--- src/rtl/draw_sequencer_pkg.sv ---
// Shared types and defaults for the frame scheduler / pixel arbiter.
// Layer order: 0 = ball, 1 = bricks, 2 = platform.
package draw_sequencer_pkg;

   typedef enum logic [2:0] {
      S_IDLE,
      S_E_GO,
      S_E_WAIT,
      S_L_GO,
      S_L_WAIT,
      S_INC,
      S_D_GO,
      S_D_WAIT
   } seq_state_t;

   localparam int DEF_NUM_LAYERS   = 3;
   localparam int DEF_COORD_W      = 10;
   localparam int DEF_COLOUR_W     = 3;
   localparam int DEF_CNT_W        = 20;
   localparam int DEF_ERASE_COLOUR = 0;
   localparam int DEF_LOGIC_WAIT   = 30;

`ifndef BRICKDRAWTWO
`define BRICKDRAWTWO 0
`endif

   // A budget of 0 means the slot waits for the layer's done pulse only.
   localparam int BUDGET_BALL     = 4;
   localparam int BUDGET_BRICKS   = `BRICKDRAWTWO;
   localparam int BUDGET_PLATFORM = 30;

   // Lowest set bit of mask at or above position from, or -1 when none.
   function automatic int lowest_set_from(input logic [31:0] mask, input int from, input int n);
      int r;
      r = -1;
      for (int i = n - 1; i >= 0; i--) begin
         if (mask[i] && i >= from) r = i;
      end
      return r;
   endfunction

endpackage

--- src/rtl/draw_sequencer_if.sv ---
// Layer handshake, overlay pixel and VGA pixel bundle between the sequencer
// (master) and the drawing layers / adapter (slave).
interface draw_sequencer_if
   import draw_sequencer_pkg::*;
#(
   parameter int NUM_LAYERS = DEF_NUM_LAYERS,
   parameter int COORD_W    = DEF_COORD_W,
   parameter int COLOUR_W   = DEF_COLOUR_W,
   parameter int CNT_W      = DEF_CNT_W
);
   logic [NUM_LAYERS*COORD_W-1:0]  layer_x;
   logic [NUM_LAYERS*COORD_W-1:0]  layer_y;
   logic [NUM_LAYERS*COLOUR_W-1:0] layer_colour;
   logic [NUM_LAYERS-1:0]          layer_plot;
   logic [NUM_LAYERS-1:0]          layer_done;
   logic [NUM_LAYERS*CNT_W-1:0]    layer_budget;
   logic [NUM_LAYERS-1:0]          layer_go;

   logic                           overlay_en;
   logic [COORD_W-1:0]             overlay_x;
   logic [COORD_W-1:0]             overlay_y;
   logic [COLOUR_W-1:0]            overlay_colour;
   logic                           overlay_plot;

   logic [COORD_W-1:0]             vga_x;
   logic [COORD_W-1:0]             vga_y;
   logic [COLOUR_W-1:0]            vga_colour;
   logic                           vga_plot;

   modport master (
      input  layer_x, layer_y, layer_colour, layer_plot, layer_done, layer_budget,
      input  overlay_en, overlay_x, overlay_y, overlay_colour, overlay_plot,
      output layer_go,
      output vga_x, vga_y, vga_colour, vga_plot
   );

   modport slave (
      output layer_x, layer_y, layer_colour, layer_plot, layer_done, layer_budget,
      output overlay_en, overlay_x, overlay_y, overlay_colour, overlay_plot,
      input  layer_go,
      input  vga_x, vga_y, vga_colour, vga_plot
   );
endinterface

--- src/rtl/draw_sequencer_slot_timer.sv ---
// Per-slot cycle counter: a slot ends on done or when the budget is used up.
module slot_timer
   import draw_sequencer_pkg::*;
#(
   parameter int CNT_W = DEF_CNT_W
)(
   input  logic             clk,
   input  logic             resetn,
   input  logic             start,
   input  logic             active,
   input  logic             done,
   input  logic [CNT_W-1:0] budget,
   output logic             slot_exit
);
   localparam logic [CNT_W-1:0] ONE = CNT_W'(1);

   logic [CNT_W-1:0] cnt_reg;

   always_ff @(posedge clk or negedge resetn) begin
      if (!resetn) begin
         cnt_reg <= '0;
      end else if (start) begin
         cnt_reg <= '0;
      end else if (active) begin
         cnt_reg <= cnt_reg + ONE;
      end
   end

   // Done and expiry in the same cycle collapse into one exit.
   assign slot_exit = active && (done || ((budget != '0) && ((cnt_reg + ONE) == budget)));

endmodule

--- src/rtl/draw_sequencer.sv ---
// Frame scheduler: erase pass, logic window, position increment, colour pass,
// with an overlay-priority registered pixel port to the VGA adapter.
module draw_sequencer
   import draw_sequencer_pkg::*;
#(
   parameter int                    NUM_LAYERS   = DEF_NUM_LAYERS,
   parameter int                    COORD_W      = DEF_COORD_W,
   parameter int                    COLOUR_W     = DEF_COLOUR_W,
   parameter int                    CNT_W        = DEF_CNT_W,
   parameter logic [NUM_LAYERS-1:0] ERASE_MASK   = 3'b101,
   parameter logic [COLOUR_W-1:0]   ERASE_COLOUR = COLOUR_W'(DEF_ERASE_COLOUR),
   parameter int                    LOGIC_WAIT   = DEF_LOGIC_WAIT
)(
   input  logic             clk,
   input  logic             resetn,
   input  logic             frame_tick,
   draw_sequencer_if.master bus,
   output logic             logic_go,
   output logic             inc_enable,
   output logic             erase_phase,
   output logic             busy,
   output logic             frame_done,
   output logic             overrun
);
   localparam int IDX_W = (NUM_LAYERS > 1) ? $clog2(NUM_LAYERS) : 1;
   localparam logic [31:0] MASK32 = 32'(ERASE_MASK);
   localparam int FIRST_ERASE = lowest_set_from(MASK32, 0, NUM_LAYERS);
   localparam logic [IDX_W-1:0] LAST_IDX = IDX_W'(NUM_LAYERS - 1);

   seq_state_t       state_reg;
   logic [IDX_W-1:0] idx_reg;
   logic             pending_reg;

   logic [COORD_W-1:0]  lx [NUM_LAYERS];
   logic [COORD_W-1:0]  ly [NUM_LAYERS];
   logic [COLOUR_W-1:0] lc [NUM_LAYERS];
   logic [CNT_W-1:0]    lb [NUM_LAYERS];

   generate
      for (genvar gi = 0; gi < NUM_LAYERS; gi++) begin : g_unpack
         assign lx[gi] = bus.layer_x[gi*COORD_W +: COORD_W];
         assign ly[gi] = bus.layer_y[gi*COORD_W +: COORD_W];
         assign lc[gi] = bus.layer_colour[gi*COLOUR_W +: COLOUR_W];
         assign lb[gi] = bus.layer_budget[gi*CNT_W +: CNT_W];
      end
   endgenerate

   logic                  in_go;
   logic                  in_wait;
   logic                  slot_start;
   logic                  slot_active;
   logic                  slot_done;
   logic                  slot_exit;
   logic [CNT_W-1:0]      slot_budget;
   logic [NUM_LAYERS-1:0] layer_go_vec;
   int                    next_erase;

   always_comb begin
      in_go        = (state_reg == S_E_GO) || (state_reg == S_D_GO);
      in_wait      = (state_reg == S_E_WAIT) || (state_reg == S_D_WAIT);
      slot_start   = in_go || (state_reg == S_L_GO);
      slot_active  = in_wait || (state_reg == S_L_WAIT);
      // Only the done of the layer currently being served can end its slot.
      slot_done    = in_wait && bus.layer_done[idx_reg];
      // The logic window reuses the slot timer with a fixed budget.
      slot_budget  = (state_reg == S_L_WAIT) ? CNT_W'(LOGIC_WAIT) : lb[idx_reg];
      next_erase   = lowest_set_from(MASK32, int'(idx_reg) + 1, NUM_LAYERS);
   end

   slot_timer #(.CNT_W(CNT_W)) u_slot_timer (
      .clk       (clk),
      .resetn    (resetn),
      .start     (slot_start),
      .active    (slot_active),
      .done      (slot_done),
      .budget    (slot_budget),
      .slot_exit (slot_exit)
   );

   always_comb begin
      layer_go_vec = '0;
      if (in_go) layer_go_vec[idx_reg] = 1'b1;
      logic_go     = (state_reg == S_L_GO);
      inc_enable   = (state_reg == S_INC);
      erase_phase  = (state_reg == S_E_GO) || (state_reg == S_E_WAIT);
      busy         = (state_reg != S_IDLE);
   end

   assign bus.layer_go = layer_go_vec;

   always_ff @(posedge clk or negedge resetn) begin
      if (!resetn) begin
         state_reg   <= S_IDLE;
         idx_reg     <= '0;
         pending_reg <= 1'b0;
         overrun     <= 1'b0;
         frame_done  <= 1'b0;
      end else begin
         frame_done <= 1'b0;
         if (frame_tick) begin
            pending_reg <= 1'b1;
            if (pending_reg) overrun <= 1'b1;
         end
         // Overlay takes the screen: drop the frame without completing it.
         if ((state_reg != S_IDLE) && bus.overlay_en) begin
            state_reg   <= S_IDLE;
            pending_reg <= 1'b0;
         end else begin
            case (state_reg)
               S_IDLE: begin
                  if ((pending_reg || frame_tick) && !bus.overlay_en) begin
                     pending_reg <= 1'b0;
                     if (ERASE_MASK != '0) begin
                        idx_reg   <= IDX_W'(FIRST_ERASE);
                        state_reg <= S_E_GO;
                     end else begin
                        state_reg <= S_L_GO;
                     end
                  end
               end
               S_E_GO:   state_reg <= S_E_WAIT;
               S_E_WAIT: begin
                  if (slot_exit) begin
                     if (next_erase >= 0) begin
                        idx_reg   <= IDX_W'(next_erase);
                        state_reg <= S_E_GO;
                     end else begin
                        state_reg <= S_L_GO;
                     end
                  end
               end
               S_L_GO:   state_reg <= S_L_WAIT;
               S_L_WAIT: if (slot_exit) state_reg <= S_INC;
               S_INC: begin
                  idx_reg   <= '0;
                  state_reg <= S_D_GO;
               end
               S_D_GO:   state_reg <= S_D_WAIT;
               S_D_WAIT: begin
                  if (slot_exit) begin
                     if (idx_reg == LAST_IDX) begin
                        frame_done <= 1'b1;
                        state_reg  <= S_IDLE;
                     end else begin
                        idx_reg   <= idx_reg + IDX_W'(1);
                        state_reg <= S_D_GO;
                     end
                  end
               end
               default:  state_reg <= S_IDLE;
            endcase
         end
      end
   end

   always_ff @(posedge clk or negedge resetn) begin
      if (!resetn) begin
         bus.vga_x      <= '0;
         bus.vga_y      <= '0;
         bus.vga_colour <= '0;
         bus.vga_plot   <= 1'b0;
      end else if (bus.overlay_en) begin
         bus.vga_x      <= bus.overlay_x;
         bus.vga_y      <= bus.overlay_y;
         bus.vga_colour <= bus.overlay_colour;
         bus.vga_plot   <= bus.overlay_plot;
      end else if (in_go || in_wait) begin
         bus.vga_x      <= lx[idx_reg];
         bus.vga_y      <= ly[idx_reg];
         bus.vga_colour <= erase_phase ? ERASE_COLOUR : lc[idx_reg];
         bus.vga_plot   <= bus.layer_plot[idx_reg];
      end else begin
         bus.vga_plot   <= 1'b0;
      end
   end

endmodule

--- src/flat_wrapper.sv ---
// flat-port wrapper written by rule: the top's interface ports become plain ports
module draw_sequencer_flat import draw_sequencer_pkg::*;
#(
   parameter int                    NUM_LAYERS   = DEF_NUM_LAYERS,
   parameter int                    COORD_W      = DEF_COORD_W,
   parameter int                    COLOUR_W     = DEF_COLOUR_W,
   parameter int                    CNT_W        = DEF_CNT_W,
   parameter logic [NUM_LAYERS-1:0] ERASE_MASK   = 3'b101,
   parameter logic [COLOUR_W-1:0]   ERASE_COLOUR = COLOUR_W'(DEF_ERASE_COLOUR),
   parameter int                    LOGIC_WAIT   = DEF_LOGIC_WAIT
)
  (clk, resetn, frame_tick, logic_go, inc_enable, erase_phase, busy, frame_done, overrun, bus_layer_x, bus_layer_y, bus_layer_colour, bus_layer_plot, bus_layer_done, bus_layer_budget, bus_overlay_en, bus_overlay_x, bus_overlay_y, bus_overlay_colour, bus_overlay_plot, bus_layer_go, bus_vga_x, bus_vga_y, bus_vga_colour, bus_vga_plot);
  draw_sequencer_if #(.NUM_LAYERS(NUM_LAYERS), .COORD_W(COORD_W), .COLOUR_W(COLOUR_W), .CNT_W(CNT_W)) bus_i ();
  input  logic clk;
  input  logic resetn;
  input  logic frame_tick;
  output logic logic_go;
  output logic inc_enable;
  output logic erase_phase;
  output logic busy;
  output logic frame_done;
  output logic overrun;
  input wire logic [$bits(bus_i.layer_x)-1:0] bus_layer_x;
  input wire logic [$bits(bus_i.layer_y)-1:0] bus_layer_y;
  input wire logic [$bits(bus_i.layer_colour)-1:0] bus_layer_colour;
  input wire logic [$bits(bus_i.layer_plot)-1:0] bus_layer_plot;
  input wire logic [$bits(bus_i.layer_done)-1:0] bus_layer_done;
  input wire logic [$bits(bus_i.layer_budget)-1:0] bus_layer_budget;
  input wire logic [$bits(bus_i.overlay_en)-1:0] bus_overlay_en;
  input wire logic [$bits(bus_i.overlay_x)-1:0] bus_overlay_x;
  input wire logic [$bits(bus_i.overlay_y)-1:0] bus_overlay_y;
  input wire logic [$bits(bus_i.overlay_colour)-1:0] bus_overlay_colour;
  input wire logic [$bits(bus_i.overlay_plot)-1:0] bus_overlay_plot;
  output wire logic [$bits(bus_i.layer_go)-1:0] bus_layer_go;
  output wire logic [$bits(bus_i.vga_x)-1:0] bus_vga_x;
  output wire logic [$bits(bus_i.vga_y)-1:0] bus_vga_y;
  output wire logic [$bits(bus_i.vga_colour)-1:0] bus_vga_colour;
  output wire logic [$bits(bus_i.vga_plot)-1:0] bus_vga_plot;
  assign bus_i.layer_x = bus_layer_x;
  assign bus_i.layer_y = bus_layer_y;
  assign bus_i.layer_colour = bus_layer_colour;
  assign bus_i.layer_plot = bus_layer_plot;
  assign bus_i.layer_done = bus_layer_done;
  assign bus_i.layer_budget = bus_layer_budget;
  assign bus_i.overlay_en = bus_overlay_en;
  assign bus_i.overlay_x = bus_overlay_x;
  assign bus_i.overlay_y = bus_overlay_y;
  assign bus_i.overlay_colour = bus_overlay_colour;
  assign bus_i.overlay_plot = bus_overlay_plot;
  assign bus_layer_go = bus_i.layer_go;
  assign bus_vga_x = bus_i.vga_x;
  assign bus_vga_y = bus_i.vga_y;
  assign bus_vga_colour = bus_i.vga_colour;
  assign bus_vga_plot = bus_i.vga_plot;
  draw_sequencer #(.NUM_LAYERS(NUM_LAYERS), .COORD_W(COORD_W), .COLOUR_W(COLOUR_W), .CNT_W(CNT_W), .ERASE_MASK(ERASE_MASK), .ERASE_COLOUR(ERASE_COLOUR), .LOGIC_WAIT(LOGIC_WAIT)) u_core (.clk(clk), .resetn(resetn), .frame_tick(frame_tick), .bus(bus_i), .logic_go(logic_go), .inc_enable(inc_enable), .erase_phase(erase_phase), .busy(busy), .frame_done(frame_done), .overrun(overrun));
endmodule
--- config.mk ---
export PLATFORM = sky130hd
export DESIGN_NAME = draw_sequencer_flat
export DESIGN_NICKNAME = d
export VERILOG_FILES = /design/src/rtl/draw_sequencer_pkg.sv /design/src/rtl/draw_sequencer_if.sv /design/src/rtl/draw_sequencer_slot_timer.sv /design/src/rtl/draw_sequencer.sv /design/src/flat_wrapper.sv
export SDC_FILE = /design/constraint.sdc
export NUM_CORES = 1
export LEC_CHECK = 0
export CORE_MARGIN = 5
export CORE_UTILIZATION = 41
export DETAILED_ROUTE_END_ITERATION = 10
export PLACE_DENSITY = 0.86
export RECOVER_POWER = 100
export SLEW_MARGIN = 15
export SYNTH_ARGS = -nofsm -noshare
export SYNTH_HDL_FRONTEND = slang
export SYNTH_SLANG_ARGS = --single-unit
export TNS_END_PERCENT = 100
--- constraint.sdc ---
create_clock -name clk -period 7.5 [get_ports clk]
set_clock_uncertainty 0.15 [all_clocks]
set_input_delay 1.125 -clock clk [delete_from_list [all_inputs] [get_ports clk]]
set_output_delay 1.125 -clock clk [all_outputs]
set_load 0.005 [all_outputs]
==> impl_metrics.csv <==
group,metric,value,unit
floorplan,die_h,116,um
synth,synth_nets,730,
clock_network,cts_max_path_buffers,2,
worst_setup_path,cpPeakStageDelay,1.73,ns
drt,avgViaCountPerCell,6.02,
synth,synth_area_leaders,"dfrtp_1, o21ai_0, mux2_2",
drt,vias,5215,
place,dp_hpwl,12900,um
timing,setup_tns,0,ns
timing,fmax,0.186,GHz
worst_setup_path,crit_chain,"clkbuf_1, inv_1, ha_1, nor2b_1, clkdlybuf4s50_1",
layout,final_cells,866,
drt,drtIter0Drc,489,
timing,tightest_slew,2.90,ns
synth,synth_most_common_cell,"o21ai_0",
grt,grt_max_degree,53,
clock_network,cts_root_buf,"clkbuf_16",
power_and_ir_drop,powerDensity,214,mW/mm^2
synth,ys_async_sr_fraction,100,%
synth,synth_flop_cell,"dfrtp_1",
layout,drive_gt1_share,6.89,%
worst_setup_path,rr_worst_depth,10,
worst_setup_path,cp.arrival,4.11,ns
floorplan,fp.dieW,116,um
synth,synth_cells,563,
clock_network,ctsHoldBuffers,0,
grt,track_usage,24.6,%
grt,antenna_found_initial,0,
status,status,"complete, but fails checks",
timing,post-route-min-period,5.39,ns
synth,yosysWarnings,0,
run,cap_violations,4,
worst_setup_path,cp_slowest_cell,"clkbuf_1",
clock_network,cts_buffers,5,
layout,fin_nets,892,
synth,synth_edf_count,0,
clock_network,clock_latency,0.30,ns
drt,post-route-drc-count,0,
place,post-place-cells,858,
place,numPortBuffers,195,
clock_network,cts_max_level,2,
synth,netlist.area_leader.share,28.2,%
worst_setup_path,crit_fanout,41,
layout,largest_reg_flops,20,
status,violations,"max-capacitance violations, max-slew violations",
worst_setup_path,cp-start-kind,"register",
worst_hold_path,hold_class,"register to register",
drt,drt-total-wl,16900,um
worst_setup_path,crit_required,6.22,ns
power_and_ir_drop,peakVddDrop,135,uV
place,place_area,0.00658,sq mm
drt,post_drt_wl_per_cell,19.5,um
clock_network,cts-resized-gates,0,
worst_hold_path,holdPathStages,1,
floorplan,initial_core_util,42.3,%
timing,slew_headroom,-93.2,%
synth,avgSynthCellArea,8.21,sq um
clock_network,cts_tree,"done",
timing,fin_ws,2.11,ns
synth,ys_seq_area_share,28.2,%
clock_network,clkSlewWorstSetupHoldPaths,0.07,ns
synth,synth_cell_types,67,
timing,finalSetupViolations,0,
worst_setup_path,cp-end-kind,"primary output",
worst_setup_path,crit_type,"register to primary output",
synth,ys_top_cells_by_count,"o21ai_0, dfrtp_1, nand2_1, nor2_1, a21oi_1",
place,gp_congestion,0.912,
synth,yosys.area.top_type,"dfrtp_1",
grt,grt_pass1_vias,5090,
floorplan,rows,38,
power_and_ir_drop,total_leakage_power,2.55,nW
layout,final_cell_area,0.00670,sq mm
clock_network,post_cts.repair.setup_buffers,0,
synth,netlist_area,0.00462,sq mm
timing,hold_viol_final,0,
drt,first_pass_iters,5,
layout,diodes,0,
place,place_ws,3.47,ns
grt,grt_pass1_wl,26400,um
floorplan,fp.dieArea,0.0135,sq mm
synth,synth_seq_cells,52,
clock_network,cts.sinks,52,
floorplan,num_io_pins,196,
drt,final_antenna_net_count,0,
timing,maxSlewViolCount,173,
layout,syn_to_final_growth,45.0,%
timing,fin_crit_sh,71.8,%
floorplan,core,0.0109,sq mm
grt,gr-total-overflow,0,
timing,rsz0062_at_grt,"false",
kinds of logic (layout without fill, tap and decap cells):
family,after synthesis,count (layout),share of synthesized area [%]
AO/OA/AOI/OAI,198,198,28.0
AND/OR/NAND/NOR,181,181,20.5
buffers and inverters,57,220,5.63
flip-flops,52,52,28.2
multiplexers,49,49,11.4
XOR/XNOR,22,22,5.22
adder cells (fa/ha/maj),4,4,1.08
cell usage in the layout (no fill, tap or decap), types with 5 or more instances in the layout:
master	Yosys	routed
a21oi_1	34	34
a221o_1	23	23
a22oi_1	6	6
clkbuf_1	28	5
clkbuf_16	0	5
clkdlybuf4s50_1	0	162
dfrtp_1	52	51
dlygate4sd3_1	0	32
inv_1	9	9
mux2_2	27	27
mux2i_1	21	21
nand2_1	51	51
nand3_1	16	16
nand4_1	10	10
nor2_1	40	40
nor2b_1	7	7
nor3_1	13	13
o21ai_0	78	79
o2bb2ai_1	10	10
o31ai_1	9	9
or3_1	6	6
xnor2_1	10	10
xor2_1	8	8
power by group:
group | switching [mW] | internal [mW] | leakage, nW
clock network | 0.109 | 0.157 | 0.0798
registers | 0.0670 | 0.345 | 0.666
logic | 0.373 | 0.383 | 1.81
total | 0.549 | 0.884 | 2.55
layer usage:
layer	vias up	GRT usage [%]	share of wire, %
met5	-	0	0
met4	0	7.81	2.4
met3	36	4.15	9.4
met2	297	42.2	49
met1	2453	31.6	39
li1	2429	-	-
final timing paths:
kind / startpoint / end / slack [ns]
max in group asynchronous: resetn / u_core.idx_reg[1]$_DFFE_PN0P_ / 3.63
min: u_core.overrun$_DFFE_PN0P_ / u_core.overrun$_DFFE_PN0P_ / 0.30
min reg2reg: u_core.overrun$_DFFE_PN0P_ / u_core.overrun$_DFFE_PN0P_ / 0.30
min in group asynchronous: resetn / u_core.bus.vga_y[6]$_DFFE_PN0P_ / 1.70
max: u_core.idx_reg[1]$_DFFE_PN0P_ / bus_layer_go[0] / 2.11
max reg2reg: u_core.idx_reg[1]$_DFFE_PN0P_ / u_core.state_reg[2]$_DFFE_PN0P_ / 2.26
critical path, delay by kind of cell, from the launching register on:
family                     cells  cell delay (ns)
and+or+nand+nor                1             0.14
DFF                            1             0.62
adders and majority gates      1             0.39
buffers and inverters          3             2.67
area by class of cell:
class | instances | area, sq um
inverter | 9 | 33.8
sequential | 52 | 1300
clock inverter | 3 | 42.5
tap | 140 | 175
clock buffer | 5 | 125
multi-input combinational | 454 | 3040
timing repair buffer | 203 | 1990
fill | 949 | 4230
metrics by stage:
step                      hold WS [ns]  utilization, %  power (mW)
final                            0.305            61.3        1.43
after global routing             0.317            61.3        1.52
after CTS                        0.314            61.7        1.46
after detailed placement         0.299            60.2        1.19
after global placement           0.293            60.2        1.16
after floorplan                  0.301               -       0.854
No activity file was read; power rests on OpenSTA's default activity.
